## config.mk

```make
export PLATFORM = sky130hd
export DESIGN_NAME = trap_sequencer
export DESIGN_NICKNAME = d
export VERILOG_FILES = /design/src/rtl/trap_sequencer.sv
export SDC_FILE = /design/constraint.sdc
export NUM_CORES = 1
export LEC_CHECK = 0
export ABC_CLOCK_PERIOD_IN_PS = 2900
export CORE_AREA = 2 2 119 121
export CTS_CLUSTER_SIZE = 24
export DETAILED_ROUTE_END_ITERATION = 6
export DIE_AREA = 0 0 121 123
export PLACE_DENSITY = 0.83
export RECOVER_POWER = 50
export SLEW_MARGIN = 20
export SYNTH_ARGS = -nofsm -noshare
export SYNTH_HDL_FRONTEND = slang
export SYNTH_SLANG_ARGS = --single-unit
```

## constraint.sdc

```tcl
create_clock -name clk -period 2.9 [get_ports clk]
set_clock_uncertainty 0.1 [all_clocks]
set_input_delay 0.435 -clock clk [delete_from_list [all_inputs] [get_ports clk]]
set_output_delay 0.435 -clock clk [all_outputs]
set_load 0.05 [all_outputs]
```

## src/rtl/trap_sequencer.sv

```systemverilog
// Trap sequencer: arbitrates exceptions, interrupts and mret at instruction
// boundaries and runs the fixed-latency handshake with the CSR file.
module trap_sequencer #(
  parameter int DATA_WIDTH = 32,
  parameter int TIMEOUT    = 4
) (
  input  logic                  clk,
  input  logic                  rst_n,
  input  logic                  evt_valid,
  input  logic [5:0]            exc_flags,
  input  logic [DATA_WIDTH-1:0] cur_pc,
  input  logic [DATA_WIDTH-1:0] exc_tval,
  input  logic [2:0]            irq_pending,
  input  logic [2:0]            irq_enable,
  input  logic                  mstatus_mie,
  input  logic                  mret_req,
  input  logic [DATA_WIDTH-1:0] mepc,
  output logic                  trap,
  output logic [3:0]            trap_cause,
  output logic [DATA_WIDTH-1:0] trap_value,
  output logic [DATA_WIDTH-1:0] trap_pc,
  output logic                  trap_irq,
  input  logic                  trap_handled,
  input  logic [DATA_WIDTH-1:0] trap_target_pc,
  output logic                  stall,
  output logic                  redirect_valid,
  output logic [DATA_WIDTH-1:0] redirect_pc,
  output logic                  mret_done,
  output logic                  timeout_err
);

  localparam int CNT_W = (TIMEOUT < 2) ? 1 : $clog2(TIMEOUT + 1);

  typedef enum logic [1:0] {
    IDLE     = 2'd0,
    ISSUE    = 2'd1,
    WAIT     = 2'd2,
    REDIRECT = 2'd3
  } state_t;

  state_t                r_state;
  state_t                w_state_nxt;
  logic [CNT_W-1:0]      r_cnt;
  logic [3:0]            r_cause;
  logic [DATA_WIDTH-1:0] r_value;
  logic [DATA_WIDTH-1:0] r_pc;
  logic                  r_irq;
  logic [DATA_WIDTH-1:0] r_redirect_pc;
  logic                  r_is_mret;
  logic                  r_timeout_err;

  logic                  w_idle;
  logic [2:0]            w_irq_act;
  logic                  w_exc_pend;
  logic                  w_irq_pend;
  logic                  w_mret_pend;
  logic                  w_accept;
  logic                  w_cnt_expired;

  // Exception priority: fetch misaligned > illegal > ebreak > ecall > load > store.
  function automatic logic [3:0] f_exc_cause(input logic [5:0] flags);
    if (flags[0])      return 4'd0;
    else if (flags[1]) return 4'd2;
    else if (flags[2]) return 4'd3;
    else if (flags[3]) return 4'd11;
    else if (flags[4]) return 4'd4;
    else               return 4'd6;
  endfunction

  // Interrupt priority: external > software > timer.
  function automatic logic [3:0] f_irq_cause(input logic [2:0] act);
    if (act[2])      return 4'd11;
    else if (act[0]) return 4'd3;
    else             return 4'd7;
  endfunction

  assign w_idle        = (r_state == IDLE);
  assign w_irq_act     = irq_pending & irq_enable;
  assign w_exc_pend    = evt_valid & (|exc_flags);
  assign w_irq_pend    = evt_valid & mstatus_mie & (|w_irq_act) & ~w_exc_pend;
  assign w_mret_pend   = evt_valid & mret_req & ~w_exc_pend & ~w_irq_pend;
  assign w_accept      = w_idle & (w_exc_pend | w_irq_pend | w_mret_pend);
  assign w_cnt_expired = (r_cnt == CNT_W'(TIMEOUT - 1));

  always_ff @(posedge clk or negedge rst_n) begin
    if (!rst_n) r_state <= IDLE;
    else        r_state <= w_state_nxt;
  end

  always_comb begin
    w_state_nxt = r_state;
    case (r_state)
      IDLE: begin
        if (w_exc_pend || w_irq_pend) w_state_nxt = ISSUE;
        else if (w_mret_pend)         w_state_nxt = REDIRECT;
      end
      ISSUE:    w_state_nxt = WAIT;
      WAIT: begin
        if (trap_handled)       w_state_nxt = REDIRECT;
        else if (w_cnt_expired) w_state_nxt = IDLE;
      end
      REDIRECT: w_state_nxt = IDLE;
      default:  w_state_nxt = IDLE;
    endcase
  end

  // Trap record is only written on acceptance, so it stays stable for the whole sequence.
  always_ff @(posedge clk or negedge rst_n) begin
    if (!rst_n) begin
      r_cnt         <= '0;
      r_cause       <= '0;
      r_value       <= '0;
      r_pc          <= '0;
      r_irq         <= 1'b0;
      r_redirect_pc <= '0;
      r_is_mret     <= 1'b0;
      r_timeout_err <= 1'b0;
    end else begin
      case (r_state)
        IDLE: begin
          if (w_exc_pend || w_irq_pend) begin
            r_cause   <= w_exc_pend ? f_exc_cause(exc_flags) : f_irq_cause(w_irq_act);
            r_value   <= w_exc_pend ? exc_tval : '0;
            r_pc      <= cur_pc;
            r_irq     <= ~w_exc_pend;
            r_is_mret <= 1'b0;
          end else if (w_mret_pend) begin
            r_redirect_pc <= mepc;
            r_is_mret     <= 1'b1;
          end
        end
        ISSUE: r_cnt <= '0;
        WAIT: begin
          if (trap_handled) begin
            r_redirect_pc <= trap_target_pc;
          end else begin
            r_cnt <= r_cnt + CNT_W'(1);
            if (w_cnt_expired) r_timeout_err <= 1'b1;
          end
        end
        default: ;
      endcase
    end
  end

  assign trap           = (r_state == ISSUE);
  assign redirect_valid = (r_state == REDIRECT);
  assign mret_done      = (r_state == REDIRECT) & r_is_mret;
  assign stall          = ~w_idle | w_accept;
  assign trap_cause     = r_cause;
  assign trap_value     = r_value;
  assign trap_pc        = r_pc;
  assign trap_irq       = r_irq;
  assign redirect_pc    = r_redirect_pc;
  assign timeout_err    = r_timeout_err;

endmodule

```

==> results.toml, run 1 <==
[run_status]
status = "complete, no violations"

[route]
drc = 0
drt_iter0_drc = 95
wl_um = 11900
post_drt_wl_per_cell_um = 15.8
via_per_inst = 4.70
vias = 3528
drt_pass1_iterations = 4
ant_nets = 0

[synthesis]
synth_area_leader_cell = "dfrtp_1"
synth_fp_nets = 466
ys_top_cells_by_area = "dfrtp_1 (57%), mux2_2 (17%), mux2_4 (8.3%), a22o_1 (6.0%), o21ai_0 (1.1%)"
synth_area_um2 = 4700
seq_area_frac_synth_pct = 57.4
netlist_instances = 318
yosysTopAreaCellShare_pct = 57.4
yosysWarnings = 0
syn_area_per_cell_um2 = 14.8
ys_seq_elements = 108
synthDistinctLibCells = 32

[global_routing]
grt_max_degree = 57
grt_pass1_wl_um = 18300
overflow = 0
grt_antenna_before_repair = 0
first_global_vias = 3798
gr-usage-all-layers_pct = 15.6

[clock_network]
path_clk_slew_ns = 0.07
cts-htree-levels = 3
clock_path_buffers = 2
insertion_delay_ns = 0.34
cts_tree = "done"
clock_sinks = 108
cts_setup_buffers = 0
cts-resized-gates = 0
root_buffer = "clkbuf_16"
cts_hold_buf = 0
cts-buffers-inserted = 9

[critical_path]
crit_path_max_incr_delay_ns = 0.64
path_cells = "nor2b_2 > clkbuf_2 > nand2_1 > o21ai_2 > buf_12 > mux2_2"
cp_max_fo = 34
startpoint_type = "flop"
criticalPathCategory = "flop to flop"
end_kind = "flop"
crit_slowest_cell = "clkbuf_2"
crit_family = "buffers and inverters"
crit_buf_inv = 2
required_ns = 3.02
cp.arrival_ns = 2.72

[sta]
tightest_slew_ns = 1.30
fin_hold_ws_ns = 0.275
maxSlewViolCount = 0
period_share_pct = 89.5
setup_tns_ns = 0
fmax_mhz = 385
setup_viol = 0
rsz0062_at_grt = "no"
final.min_clock_period_ns = 2.59
slew_headroom_pct = 13.2
hold_viol_final = 0

[finish]
postLayoutCoreUtil_pct = 56.4
mostFrequentLayoutCell = "clkdlybuf4s50_1"
drive_above_1_share_pct = 22.1
final_cell_mix = "clkdlybuf4s50_1 (202), dfrtp_1 (108), mux2_2 (71), dlygate4sd3_1 (47), a22o_1 (32)"
n_antenna_cell = 0
area_growth_pct = 63.1
multiInputGateArea_um2 = 1870
seqCellArea_um2 = 2700
n_fill_cell = 1133
layout.nets = 714

[floorplan]
start_util_pct = 34.6
io_pins = 252
die_y_um = 123
die-area_um2 = 14900
rows = 43
coreArea_um2 = 13600
dieWidth_um = 121

[power]
ir_worst_vdd_v = 0.000749
power_density_nw_per_um2 = 1290
leakagePower_nw = 3.21

[run]
cap_violations = 0

[min_path]
hold_path_class = "input pin to asynchronous set/reset pin"

[placement]
gp_congestion = 0.743
io_buffers = 251
hpwl_um = 9070
==> report_power, final <==
group	internal, W	switching [W]	total [W]
combinational	0.00236	0.00362	0.00599
sequential	0.00226	0.000457	0.00272
clock	0.000678	0.000553	0.00123
==> metal layers <==
layer	vias to the layer above	track usage, %	wire length [um]
met5	-	0	0
met4	0	5.31	233
met3	19	4.52	973
met2	165	27.0	5770
met1	1688	18.6	4900
li1	1656	-	-
==> state kept, by name, indices dropped and copies added, names as in the netlist <==
signal       count
r_cnt            3
trap_pc         32
trap_cause       4
trap_value      32
r_state          2
timeout_err      1
r_is_mret        1
redirect_pc     32
trap_irq         1
==> synthesized netlist by cell type <==
master and n:
mux2_2 71, inv_1 4, and3_1 1, o21a_1 2, nor4_4 1, a21boi_2 1
clkbuf_1 4, nor2_1 7, a21oi_1 3, nor3b_2 1, a22oi_1 1, and2_1 2
buf_4 3, o211ai_4 1, and2_4 1, nand2_1 10, o22ai_1 1, a222oi_1 1
o21ai_0 10, buf_2 8, nor4b_1 1, mux2i_1 4, buf_6 4, o21ai_2 1
dfrtp_1 108, mux2_4 26, nand4b_1 1, a2bb2oi_1 1, a21o_1 1, nor2b_1 4
ha_1 2, a22o_1 32
==> through the flow <==
step                      cell area (um2)  instances  power (W)  setup slack (ns)
final                                7670        751    0.00994             0.305
after global routing                 7670        751     0.0104             0.115
after CTS                            7680        751     0.0102             0.303
after detailed placement             7380        735    0.00891             0.238
after global placement               7380        735    0.00881             0.329
after floorplan                      4700        318    0.00686             0.880
==> area by class of cell <==
cell class              count  share of cell area, %
flip-flops and latches    108                   35.2
repair buffers            256                   33.4
multi-input cells         187                   24.3
clock buffers              10                   2.98
well taps                 180                   2.94
clock inverters             6                  0.897
inverters                   4                  0.196
==> cells by family after synthesis <==
kind of cell | share of synthesized area (%)
flops | 57.4
mux | 26.1
compound gates | 9.39
simple gates | 3.56
buf+inv | 2.93
fa+ha+maj | 0.532
==> worst paths after layout <==
path	slack, ns	depth (start not counted)	from	end
max	0.31	6	r_state[1]	redirect_pc[1]
min	0.28	1	rst_n	trap_pc[19]
max reg2reg	0.31	6	r_state[1]	redirect_pc[1]
min reg2reg	0.35	1	timeout_err	timeout_err
max in group asynchronous	1.50	2	rst_n	trap_value[16]
min in group clk	0.35	1	timeout_err	timeout_err
(Power assumes the default switching activity.)
==> run 2, diff against run 1 <==
--- a/config.mk
+++ b/config.mk
@@ -6,11 +6,11 @@
 export NUM_CORES = 1
 export LEC_CHECK = 0
 export ABC_CLOCK_PERIOD_IN_PS = 2900
-export CORE_AREA = 2 2 119 121
+export CORE_AREA = 2 2 109 111
 export CTS_CLUSTER_SIZE = 24
 export DETAILED_ROUTE_END_ITERATION = 6
-export DIE_AREA = 0 0 121 123
-export PLACE_DENSITY = 0.83
+export DIE_AREA = 0 0 111 113
+export PLACE_DENSITY = 0.95
 export RECOVER_POWER = 50
 export SLEW_MARGIN = 20
 export SYNTH_ARGS = -nofsm -noshare
==> run 2 against run 1 <==
Net effect:
- worst setup slack lost 0.018 ns
- via count up 1.9%
- clock power increased by 7%
- cell area decreased by 0.33%
- sequential power hardly changed
- maximum frequency is 0.69% lower
- combinational power increased by 0.8%
- sequential cell count did not move
- critical path type is now input pin to flop
- largest power group unchanged
==> results.toml, run 2 (same netlist as run 1, synthesis figures left out) <==
[run_status]
status = "complete, no violations"

[clock_network]
clock_sinks = 108
cts-resized-gates = 0
insertion_delay_ns = 0.33
cts_setup_buffers = 0
cts-buffers-inserted = 9
root_buffer = "clkbuf_16"
path_clk_slew_ns = 0.07
clock_path_buffers = 2
cts-htree-levels = 3
cts_tree = "done"
cts_hold_buf = 0

[route]
ant_nets = 0
via_per_inst = 5.03
vias = 3594
post_drt_wl_per_cell_um = 17.6
drt_iter0_drc = 177
wl_um = 12600
drt_pass1_iterations = 5
drc = 0

[finish]
area_growth_pct = 62.6
layout.nets = 715
postLayoutCoreUtil_pct = 67.8
drive_above_1_share_pct = 22.4
n_fill_cell = 820
mostFrequentLayoutCell = "clkdlybuf4s50_1"
n_antenna_cell = 0
final_cell_mix = "clkdlybuf4s50_1 (203), dfrtp_1 (108), mux2_2 (71), dlygate4sd3_1 (46), a22o_1 (32)"

[critical_path]
end_kind = "flop"
rr_startpoint = "r_state[1]"
startpoint_type = "input pin"
required_ns = 3.02
rrSetupSlack_ns = 0.47
criticalPathCategory = "input pin to flop"
rr_worst_depth = 4
cp_max_fo = 37
cp.arrival_ns = 2.74
r2r-end = "redirect_pc[8]"

[sta]
rsz0062_at_grt = "no"
maxSlewViolCount = 0
fmax_mhz = 383
fin_hold_ws_ns = 0.378
hold_viol_final = 0
setup_tns_ns = 0
slew_headroom_pct = 4.58
final.min_clock_period_ns = 2.61
tightest_slew_ns = 1.43
period_share_pct = 90.1
setup_viol = 0

[power]
power.share.combinational_pct = 60.0
p_switching_w = 0.00467
intPower_w = 0.00541
leakagePower_nw = 3.23
pwr-share-seq_pct = 27.1
power_density_nw_per_um2 = 1320
swShare_pct = 46.3
ir_worst_vdd_v = 0.000915
clkPwrFrac_pct = 13.0

[min_path]
hold_path_class = "flop to flop"
worstHoldEndpoint = "timeout_err"
worstHoldStart = "timeout_err"
holdPathStages = 1

[global_routing]
overflow = 0
gr-usage-all-layers_pct = 20.1
grt_max_degree = 109
first_global_vias = 4020
grt_antenna_before_repair = 0
grt_pass1_wl_um = 20200

[floorplan]
start_util_pct = 41.7
io_pins = 252
dieWidth_um = 111
die-area_um2 = 12500
die_y_um = 113
coreArea_um2 = 11300
rows = 39

[placement]
io_buffers = 251
hpwl_um = 9360
gp_congestion = 0.873

[run]
cap_violations = 0
-- run 2: routing by layer --
layer	vias to the layer above	part of all wire (%)	track usage, %
li1	1655	-	-
met1	1749	39	22.8
met2	171	51	36.6
met3	19	8.0	6.05
met4	0	1.9	6.50
met5	-	0	0
-- run 2: critical path: stages --
cell	delay, ns
clkdlybuf4s50_1	0.51
a222oi_1	0.12
o211ai_4	0.28
and2_2	0.95
mux2_2	0.43
-- run 2: worst max path at each step --
stage / startpoint / to / slack (ns) / depth (start not counted)
2_1_floorplan: irq_pending[0] / stall / 0.88 / 4
3_3_place_gp: irq_enable[2] / trap_pc[4] / 0.34 / 5
3_5_place_dp: exc_flags[0] / redirect_pc[2] / 0.26 / 6
4_1_cts: exc_flags[0] / stall / 0.34 / 6
5_1_grt: irq_pending[0] / trap_pc[1] / 0.15 / 5
6_report: irq_enable[2] / trap_pc[1] / 0.29 / 5
-- run 2: cell type report --
type / instances / area, um2 / share of cell area (%)
Clock inverter: 6 / 86.3 / 1.13
Multi-Input combinational cell: 187 / 1870 / 24.4
Tap cell: 143 / 179 / 2.34
Inverter: 4 / 15.0 / 0.196
Timing Repair Buffer: 257 / 2560 / 33.5
Sequential cell: 108 / 2700 / 35.3
Clock buffer: 10 / 239 / 3.12
-- run 2: power by group through the flow --
stage	Combinational, W	Sequential, W	Clock [W]
CTS	0.00621	0.00275	0.00134
global route	0.00629	0.00283	0.00140
detailed placement	0.00619	0.00275	0
floorplan	0.00172	0.00514	0
global placement	0.00606	0.00271	0
finish	0.00604	0.00273	0.00131
-- run 2: per-stage QoR --
stage | instance area, um2 | cells | setup WS, ns | total power (W)
4_1_cts | 7670 | 715 | 0.339 | 0.0103
2_1_floorplan | 4700 | 318 | 0.880 | 0.00686
5_1_grt | 7650 | 715 | 0.151 | 0.0105
3_5_place_dp | 7340 | 699 | 0.263 | 0.00894
3_3_place_gp | 7340 | 699 | 0.336 | 0.00877
6_report | 7650 | 715 | 0.287 | 0.0101
==> run 3, diff against run 2 <==
--- a/config.mk
+++ b/config.mk
@@ -5,6 +5,7 @@
 export SDC_FILE = /design/constraint.sdc
 export NUM_CORES = 1
 export LEC_CHECK = 0
+export ABC_AREA = 1
 export ABC_CLOCK_PERIOD_IN_PS = 2900
 export CORE_AREA = 2 2 109 111
 export CTS_CLUSTER_SIZE = 24
==> run 3 against run 2 <==
Net effect:
- utilization grew 0.17 points
- highest routed layer unchanged
- power shrank 6.5%
- cell area is 0.25% higher
- critical path type is now input pin to primary output
- critical endpoint is now stall
==> results.toml, run 3 <==
[route]
vias = 4805
drc = 0
via_per_inst = 4.83
drt_pass1_iterations = 5
drt_iter0_drc = 370
ant_nets = 0
wl_um = 14200
post_drt_wl_per_cell_um = 14.3

[synthesis]
synth.area.mux_share_pct = 0.209
synthSimpleGateAreaFrac_pct = 36.8
synthAdderAreaFrac_pct = 0.522
yosys.cell_count.top_type = "nand2_1"
synth_xor_area_share_pct = 0
seq_area_frac_synth_pct = 56.4
yosysWarnings = 0
netlist_instances = 606
netlist_top_cells_count = "nand2_1 (350), dfrtp_1 (108), nand3_1 (68)"
ys_seq_elements = 108
synth_area_um2 = 4790
synth_top_family_by_area = "simple AND/OR/NAND/NOR gates"
synth_fp_nets = 754
ys.flop_type = "dfrtp_1"
syn_area_per_cell_um2 = 7.91
synthDistinctLibCells = 27
yosysTopAreaCellShare_pct = 56.4
synthArstFlopShare_pct = 100
synth-edff-count = 0
synth_compound_area_share_pct = 1.49
synth_area_leader_cell = "dfrtp_1"
ys_top_cells_by_area = "dfrtp_1 (56%), nand2_1 (27%), nand3_1 (7.1%), buf_4 (1.4%), buf_2 (1.3%)"

[finish]
drive_above_1_share_pct = 4.46
final_cells = 995
area_growth_pct = 60.0
seqCellArea_um2 = 2700
multiInputGateArea_um2 = 1870
n_antenna_cell = 0
final_cell_mix = "nand2_1 (351), clkdlybuf4s50_1 (211), dfrtp_1 (108), nand3_1 (68), dlygate4sd3_1 (38)"
postLayoutCoreUtil_pct = 68.0
layout.nets = 995
mostFrequentLayoutCell = "nand2_1"
n_fill_cell = 852

[critical_path]
end_kind = "primary output"
r2r-end = "r_cnt[1]"
rrSetupSlack_ns = 0.47
crit_family = "simple AND/OR/NAND/NOR gates"
crit_end = "stall"
cp.arrival_ns = 1.94
crit_path_max_incr_delay_ns = 0.43
path_depth = 6
path_cells = "clkdlybuf4s50_1 > nor2_1 > nand3_1 > nand2_1 > nand3_1 > buf_4"
cp_max_fo = 9
rr_worst_depth = 6
required_ns = 2.37
rr_startpoint = "r_state[1]"
critical_path.startpoint = "exc_flags[3]"
crit_buf_inv = 2
crit_top_cell = "nand3_1"
criticalPathCategory = "input pin to primary output"
crit_slowest_cell = "clkdlybuf4s50_1"
startpoint_type = "input pin"

[floorplan]
die-area_um2 = 12500
io_pins = 252
coreArea_um2 = 11300
die_y_um = 113
dieWidth_um = 111
rows = 39
start_util_pct = 42.5

[sta]
final.min_clock_period_ns = 2.47
fin_ws_ns = 0.428
setup_tns_ns = 0
period_share_pct = 85.2
maxSlewViolCount = 0
fin_hold_ws_ns = 0.367
setup_viol = 0
tightest_slew_ns = 1.46
rsz0062_at_grt = "no"
slew_headroom_pct = 2.73
fmax_mhz = 405
hold_viol_final = 0

[placement]
dpl_worst_slack_ns = 0.441
hpwl_um = 10600
gp_congestion = 0.842
io_buffers = 251
dp_cells = 979

[run]
cap_violations = 0

[min_path]
hold_path_class = "flop to flop"
worstHoldStart = "trap_value[4]"

[clock_network]
insertion_delay_ns = 0.34
cts-buffers-inserted = 9
cts-htree-levels = 3
path_clk_slew_ns = 0.07
cts_hold_buf = 0
clock_sinks = 108
clock_path_buffers = 2
root_buffer = "clkbuf_16"
cts-resized-gates = 0
cts_setup_buffers = 0
cts_tree = "done"

[global_routing]
first_global_vias = 4681
overflow = 0
grt_antenna_before_repair = 0
grt_max_degree = 109
gr-usage-all-layers_pct = 22.9
grt_pass1_wl_um = 23100

[power]
power_density_nw_per_um2 = 1230
ir_worst_vdd_v = 0.000736
leakagePower_nw = 3.88

[run_status]
status = "complete, no violations"
## run 3: cell types whose count changed in the layout (fill, tap and decap cells not counted), sizes merged, moves of 8 or more
cell	before	now
a22o	32	0
inv	5	17
nand3	0	69
dlygate4sd3	46	38
clkdlybuf4s50	203	211
mux2	97	0
nand2	10	355
## run 3: power by group
group | total, W | internal, W | switching, W
Sequential | 0.00259 | 0.00220 | 0.000391
Combinational | 0.00567 | 0.00175 | 0.00391
Clock | 0.00117 | 0.000596 | 0.000574
Total | 0.00943 | 0.00455 | 0.00488
## run 3: worst min path at each step
stage | end | slack (ns) | depth (start not counted)
floorplan | r_cnt[0] | 0.04 | 0
global placement | timeout_err | 0.34 | 1
detailed placement | timeout_err | 0.35 | 1
CTS | trap_value[18] | 0.09 | 2
global route | trap_value[25] | 0.38 | 2
finish | trap_value[4] | 0.37 | 2
## run 3: stage by stage
step                      area (um2)  total power (W)
after detailed placement        7410          0.00840
after floorplan                 4790          0.00637
after global routing            7670          0.00996
after global placement          7410          0.00828
final                           7670          0.00943
after CTS                       7690          0.00958
## run 3: per-layer routing
layer | track usage (%) | up-vias | share of wire, %
li1 | - | 2366 | -
met3 | 6.59 | 22 | 8.5
met4 | 7.58 | 0 | 2.2
met2 | 38.4 | 235 | 48
met5 | 0 | - | 0
met1 | 28.7 | 2182 | 41
## run 3: area by class of cell
type,count,area share [%]
clock buffer,9,2.94
clock inverter,7,0.718
inverter,14,0.685
multi-input combinational,453,24.3
sequential,108,35.3
tap,143,2.33
timing repair buffer,261,33.7
## run 3: cells by family after synthesis
group	Yosys count
buffers and inverters	45
DFF	108
AOI/OAI and AO/OA	12
adders and majority gates	2
muxes	1
and+or+nand+nor	438
## run 3: worst min-delay path, cell delays in order (launching register included)
cell	delay (ns)
dfrtp_1	0.34
nand2_1	0.05
nand2_1	0.04
==> RTL edit 1, RTL diff (flow settings as in run 3) <==
Register the inputs `irq_pending`, `irq_enable` and `trap_target_pc` before use. The logic sees them one clock later. The other inputs are not delayed to match.
--- a/src/rtl/trap_sequencer.sv
+++ b/src/rtl/trap_sequencer.sv
@@ -38,6 +38,16 @@
     REDIRECT = 2'd3
   } state_t;
 
+  logic [2:0] irq_pending_q;
+  logic [2:0] irq_enable_q;
+  logic [DATA_WIDTH-1:0] trap_target_pc_q;
+
+  always_ff @(posedge clk) begin
+    irq_pending_q    <= irq_pending;
+    irq_enable_q     <= irq_enable;
+    trap_target_pc_q <= trap_target_pc;
+  end
+
   state_t                r_state;
   state_t                w_state_nxt;
   logic [CNT_W-1:0]      r_cnt;
@@ -75,7 +85,7 @@
   endfunction
 
   assign w_idle        = (r_state == IDLE);
-  assign w_irq_act     = irq_pending & irq_enable;
+  assign w_irq_act     = irq_pending_q & irq_enable_q;
   assign w_exc_pend    = evt_valid & (|exc_flags);
   assign w_irq_pend    = evt_valid & mstatus_mie & (|w_irq_act) & ~w_exc_pend;
   assign w_mret_pend   = evt_valid & mret_req & ~w_exc_pend & ~w_irq_pend;
@@ -132,7 +142,7 @@
         ISSUE: r_cnt <= '0;
         WAIT: begin
           if (trap_handled) begin
-            r_redirect_pc <= trap_target_pc;
+            r_redirect_pc <= trap_target_pc_q;
           end else begin
             r_cnt <= r_cnt + CNT_W'(1);
             if (w_cnt_expired) r_timeout_err <= 1'b1;
Behaviour: not the same (Yosys sat finds a counterexample within 4 cycles, from zero or initial values and one cycle with rst_n low).
==> RTL edit 1 against run 3 <==
Final cell count up 5.9%; power up 18%; combinational power up 2%; synthesized area up 16%; design area up 14%; routed wire length up 11%; non-clock buffer count up 2; worst hold slack better by 0.0012 ns; clock power up 87%; synthesized cell count up 6.9%; sequential cell count up 38; count of clock-buffer cells in the layout up 11; worst setup slack worse by 0.042 ns; critical path type unchanged.
==> RTL edit 1: results (changes against run 3) <==
{
  "run_status": {"value": "complete, no violations"},
  "synth.lib_cells_used.distinct": {"value": 24, "change": "-11%"},
  "ys_top_cells_by_area": {"value": "sky130_fd_sc_hd__dfrtp_1 (49%), sky130_fd_sc_hd__nand2_1 (24%), sky130_fd_sc_hd__dfxtp_1 (14%)"},
  "detail_route.wl_per_cell": {"value": 15.0, "unit": "microns", "change": "+4.7%"},
  "drtIter0Drc": {"value": 393, "change": "+6.2%"},
  "synth.avg_cell_area": {"value": 8.55, "unit": "sq um", "change": "+8.2%"},
  "mappedNetlistNets": {"value": 796, "change": "+5.6%"},
  "finalWeightedCongestion": {"value": 0.815, "change": "-3.2%"},
  "reg2reg_slack": {"value": 0.78, "unit": "ns", "change": "+0.31 ns"},
  "synth-seq-area-share": {"value": 62.5, "unit": "%", "change": "+6.1 points"},
  "p_sw": {"value": 5210, "unit": "uW", "change": "+6.7%"},
  "synthAdderAreaFrac": {"value": 0.451, "unit": "%", "change": "-0.071 points"},
  "muxShareOfSynthArea": {"value": 0, "unit": "%", "change": "-0.21 points"},
  "grt_first_pass_wirelength": {"value": 25.7, "unit": "mm", "change": "+11%"},
  "post-route-min-period": {"value": 2.51, "unit": "ns", "change": "+0.0416 ns"},
  "r2r-end": {"value": "trap_irq"},
  "rel_slew_slack": {"value": 15.3, "unit": "%", "change": "+13 points"},
  "worst-endpoint-arrival": {"value": 1.98, "unit": "ns", "change": "+0.04 ns"},
  "track_usage": {"value": 26.0, "unit": "%", "change": "+3.2 points"},
  "num-fill-cells": {"value": 717, "change": "-16%"},
  "number_of_global_route_vias_before_repair": {"value": 5161, "change": "+10%"},
  "placed_cells_incl_taps": {"value": 1022, "change": "+4.4%"},
  "synth_compound_gate_area_share": {"value": 1.29, "unit": "%", "change": "-0.20 points"},
  "vias_per_cell": {"value": 4.91, "change": "+1.6%"},
  "vdd_ir_drop_max": {"value": 0.909, "unit": "mV", "change": "+23%"},
  "hold_ws": {"value": 0.369, "unit": "ns", "change": "+0.00120 ns"},
  "whs_endpoint": {"value": "trap_value[3]"},
  "drive_gt1_share": {"value": 5.93, "unit": "%", "change": "+1.5 points"},
  "cts.hold.buffers_added": {"value": 1, "change": "+1"},
  "clk_pin_slew": {"value": 0.05, "unit": "ns", "change": "-0.02 ns"},
  "synth-async-reset-ratio": {"value": 74.0, "unit": "%", "change": "-26 points"}
}
==> RTL edit 1: cell count changes in the layout (fill, tap and decap cells not counted), sizes merged, moves of 2 or more <==
cell	delta
bufinv	+2
clkbuf	+12
dfxtp	+38
inv	+3
nand2	+3
==> RTL edit 1: how the worst max path moves through the flow <==
| stage | start | end | slack [ns] | depth (start not counted) |
|---|---|---|---|---|
| 2_1_floorplan | exc_flags[2] | r_state[1] | 1.04 | 8 |
| 4_1_cts | r_state[1] | mret_done | 0.46 | 3 |
| 6_report | exc_flags[2] | stall | 0.39 | 6 |
| 3_5_place_dp | exc_flags[2] | redirect_pc[5] | 0.44 | 8 |
| 5_1_grt | exc_flags[2] | trap_cause[0] | 0.21 | 9 |
| 3_3_place_gp | exc_flags[2] | redirect_pc[12] | 0.57 | 8 |
==> RTL edit 1: critical path, delay by kind of cell <==
| kind | cells | cell delay [ns] |
|---|---|---|
| AND/OR/NAND/NOR | 4 | 0.88 |
| buffers and inverters | 2 | 0.66 |
==> RTL edit 1: layer usage <==
metal	share of wire (%)	up-vias	track usage, %
met5	0	-	0
met4	2.5	0	10.6
met3	9.5	26	9.00
met2	50	248	44.5
met1	38	2389	30.3
li1	-	2509	-
==> RTL edit 1: cell type report <==
type / instances / area (sq um) / share of cell area [%]
clock buffer: 20 / 478 / 5.46
multi-input combinational: 456 / 1870 / 21.4
timing repair buffer: 263 / 2590 / 29.5
clock inverter: 11 / 121 / 1.39
tap: 143 / 179 / 2.04
sequential: 146 / 3460 / 39.5
inverter: 15 / 56.3 / 0.643
==> RTL edit 1: power groups by stage <==
stage          sequential, uW  clock (uW)  combinational (uW)
2_1_floorplan            5430           0                1470
3_3_place_gp             3150           0                5690
3_5_place_dp             3190           0                5800
4_1_cts                  3160        2230                5830
5_1_grt                  3260        2330                6130
6_report                 3170        2190                5780
==> RTL edit 2, RTL diff (config.mk and constraints of run 3) <==
Made on the original files. The parameter `TIMEOUT` goes from 4 to 16.
--- a/src/rtl/trap_sequencer.sv
+++ b/src/rtl/trap_sequencer.sv
@@ -2,7 +2,7 @@
 // boundaries and runs the fixed-latency handshake with the CSR file.
 module trap_sequencer #(
   parameter int DATA_WIDTH = 32,
-  parameter int TIMEOUT    = 4
+  parameter int TIMEOUT    = 16
 ) (
   input  logic                  clk,
   input  logic                  rst_n,
Check against the original RTL: not equivalent (a bounded check fails within 10 cycles, from zero or initial values and one cycle with rst_n low).
==> RTL edit 2 against run 3 <==
Routed wire length is 4.6% higher; synthesized area is 1.8% higher; first-iteration DRC count is 2.4% higher; design area is 1.6% higher; register-to-register slack better by 0.50 ns; sequential cell count is 2 higher; via count is 3.5% higher; global-route usage is 0.99 points higher; worst setup slack worse by 0.060 ns; synthesized cell count is 2.1% higher; utilization is 1.1 points higher; power is 0.58% higher; critical path type unchanged; largest cell class unchanged; largest power group unchanged; highest routed layer unchanged.
==> RTL edit 2: results (changes against run 3) <==
{
  "track_usage": {"value": 23.9, "unit": "%", "change": "+0.99 points"},
  "mappedNetlistNets": {"value": 767, "change": "+1.7%"},
  "firstDrtPassIters": {"value": 4, "change": "-1"},
  "critical_path.reg2reg.startpoint": {"value": "r_state[0]"},
  "p_leak": {"value": 0.00394, "unit": "uW", "change": "+1.6%"},
  "drtIter0Drc": {"value": 379, "change": "+2.4%"},
  "placed_wire_length_estimate_after_detailed_placement": {"value": 11.2, "unit": "mm", "change": "+5.2%"},
  "rel_slew_slack": {"value": 27.7, "unit": "%", "change": "+25 points"},
  "drive_gt1_share": {"value": 4.16, "unit": "%", "change": "-0.30 points"},
  "initial_utilization": {"value": 43.3, "unit": "%", "change": "+0.75 points"},
  "startpoint": {"value": "exc_flags[1]"},
  "placedInstanceArea": {"value": 7530, "unit": "sq um", "change": "+1.6%"},
  "worst-endpoint-arrival": {"value": 2.00, "unit": "ns", "change": "+0.06 ns"},
  "synth-seq-area-share": {"value": 56.4, "unit": "%", "change": "about the same"},
  "pre_cts_slack": {"value": 0.448, "unit": "ns", "change": "+0.00743 ns"},
  "hold_path_class": {"value": "input port to async pin"},
  "finalWorstSetupSlack": {"value": 0.368, "unit": "ns", "change": "-0.0599 ns"},
  "vias_per_cell": {"value": 4.93, "change": "+2.1%"},
  "run_status": {"value": "complete, no violations"},
  "number_of_global_route_vias_before_repair": {"value": 4979, "change": "+6.4%"},
  "number_of_nets_in_the_finished_design": {"value": 1008, "change": "+1.3%"},
  "reg2reg_slack": {"value": 0.97, "unit": "ns", "change": "+0.50 ns"},
  "die_area": {"value": 12500, "unit": "sq um", "change": "unchanged"},
  "vdd_ir_drop_max": {"value": 0.860, "unit": "mV", "change": "+17%"},
  "grt_first_pass_wirelength": {"value": 24.3, "unit": "mm", "change": "+5.2%"},
  "finalWeightedCongestion": {"value": 0.820, "change": "-2.6%"},
  "synth.lib_cells_used.distinct": {"value": 28, "change": "+3.7%"},
  "p_sw": {"value": 4890, "unit": "uW", "change": "+0.33%"},
  "synth_common_cells": {"value": "sky130_fd_sc_hd__nand2_1 (354), sky130_fd_sc_hd__dfrtp_1 (110), sky130_fd_sc_hd__nand3_1 (69)"},
  "pin_count_of_the_biggest_net_entering_global_routing": {"value": 68, "change": "-38%"}
}
==> RTL edit 2: cell count changes after synthesis, moves of 2 or more <==
cell	change
sky130_fd_sc_hd__a21oi_1	+2
sky130_fd_sc_hd__buf_1	+3
sky130_fd_sc_hd__buf_4	-5
sky130_fd_sc_hd__dfrtp_1	+2
sky130_fd_sc_hd__inv_1	+2
sky130_fd_sc_hd__nand2_1	+4
sky130_fd_sc_hd__nand4_1	+2
==> RTL edit 2: final timing paths <==
check,endpoint,depth (start not counted)
setup / recovery,stall,6
hold / removal,trap_value[5],1
setup reg to reg,redirect_pc[5],8
hold reg to reg,trap_value[2],2
max in group asynchronous,r_cnt[4],2
min in group clk,trap_value[2],2
==> RTL edit 2: area by class of cell <==
class                      instances  area, sq um  area share (%)
sequential                       110         2750            35.4
timing repair buffer             261         2600            33.4
multi-input combinational        462         1910            24.5
clock buffer                      11          243            3.12
tap                              143          179            2.30
inverter                          16         60.1           0.771
clock inverter                     5         48.8           0.627
==> RTL edit 2: kinds of logic after synthesis <==
group	synth area share, %
AND/OR/NAND/NOR	36.9
flip-flops	56.4
buffers and inverters	4.26
AO/OA/AOI/OAI	1.67
adder cells (fa/ha/maj)	0.513
multiplexers	0.205
==> RTL edit 2: per-stage QoR <==
step | hold WS (ns) | std cells
final | 0.190 | 1008
after global routing | 0.282 | 1008
after floorplan | 0.0394 | 619
after detailed placement | 0.357 | 992
after CTS | 0.00617 | 1008
after global placement | 0.348 | 992
==> RTL edit 2: power by group through the flow <==
stage	sequential [uW]	combinational (uW)	clock [uW]
3_3_place_gp	2610	5650	0
6_report	2620	5660	1210
4_1_cts	2630	5790	1240
3_5_place_dp	2650	5780	0
5_1_grt	2710	6010	1290
2_1_floorplan	4870	1470	0
==> RTL edit 2: critical path, cell delays in order <==
cell	delay [ns]
sky130_fd_sc_hd__clkdlybuf4s50_1	0.44
sky130_fd_sc_hd__nor2_1	0.23
sky130_fd_sc_hd__nand3_1	0.11
sky130_fd_sc_hd__nand2_1	0.32
sky130_fd_sc_hd__nand3_1	0.24
sky130_fd_sc_hd__buf_12	0.21
==> RTL edit 2: layer usage <==
| layer | GRT usage, % | share of wire (%) | up-vias |
|---|---|---|---|
| li1 | - | - | 2407 |
| met1 | 28.9 | 40 | 2298 |
| met2 | 41.3 | 49 | 236 |
| met3 | 6.27 | 9.2 | 30 |
| met4 | 8.83 | 2.7 | 0 |
| met5 | 0 | 0 | - |
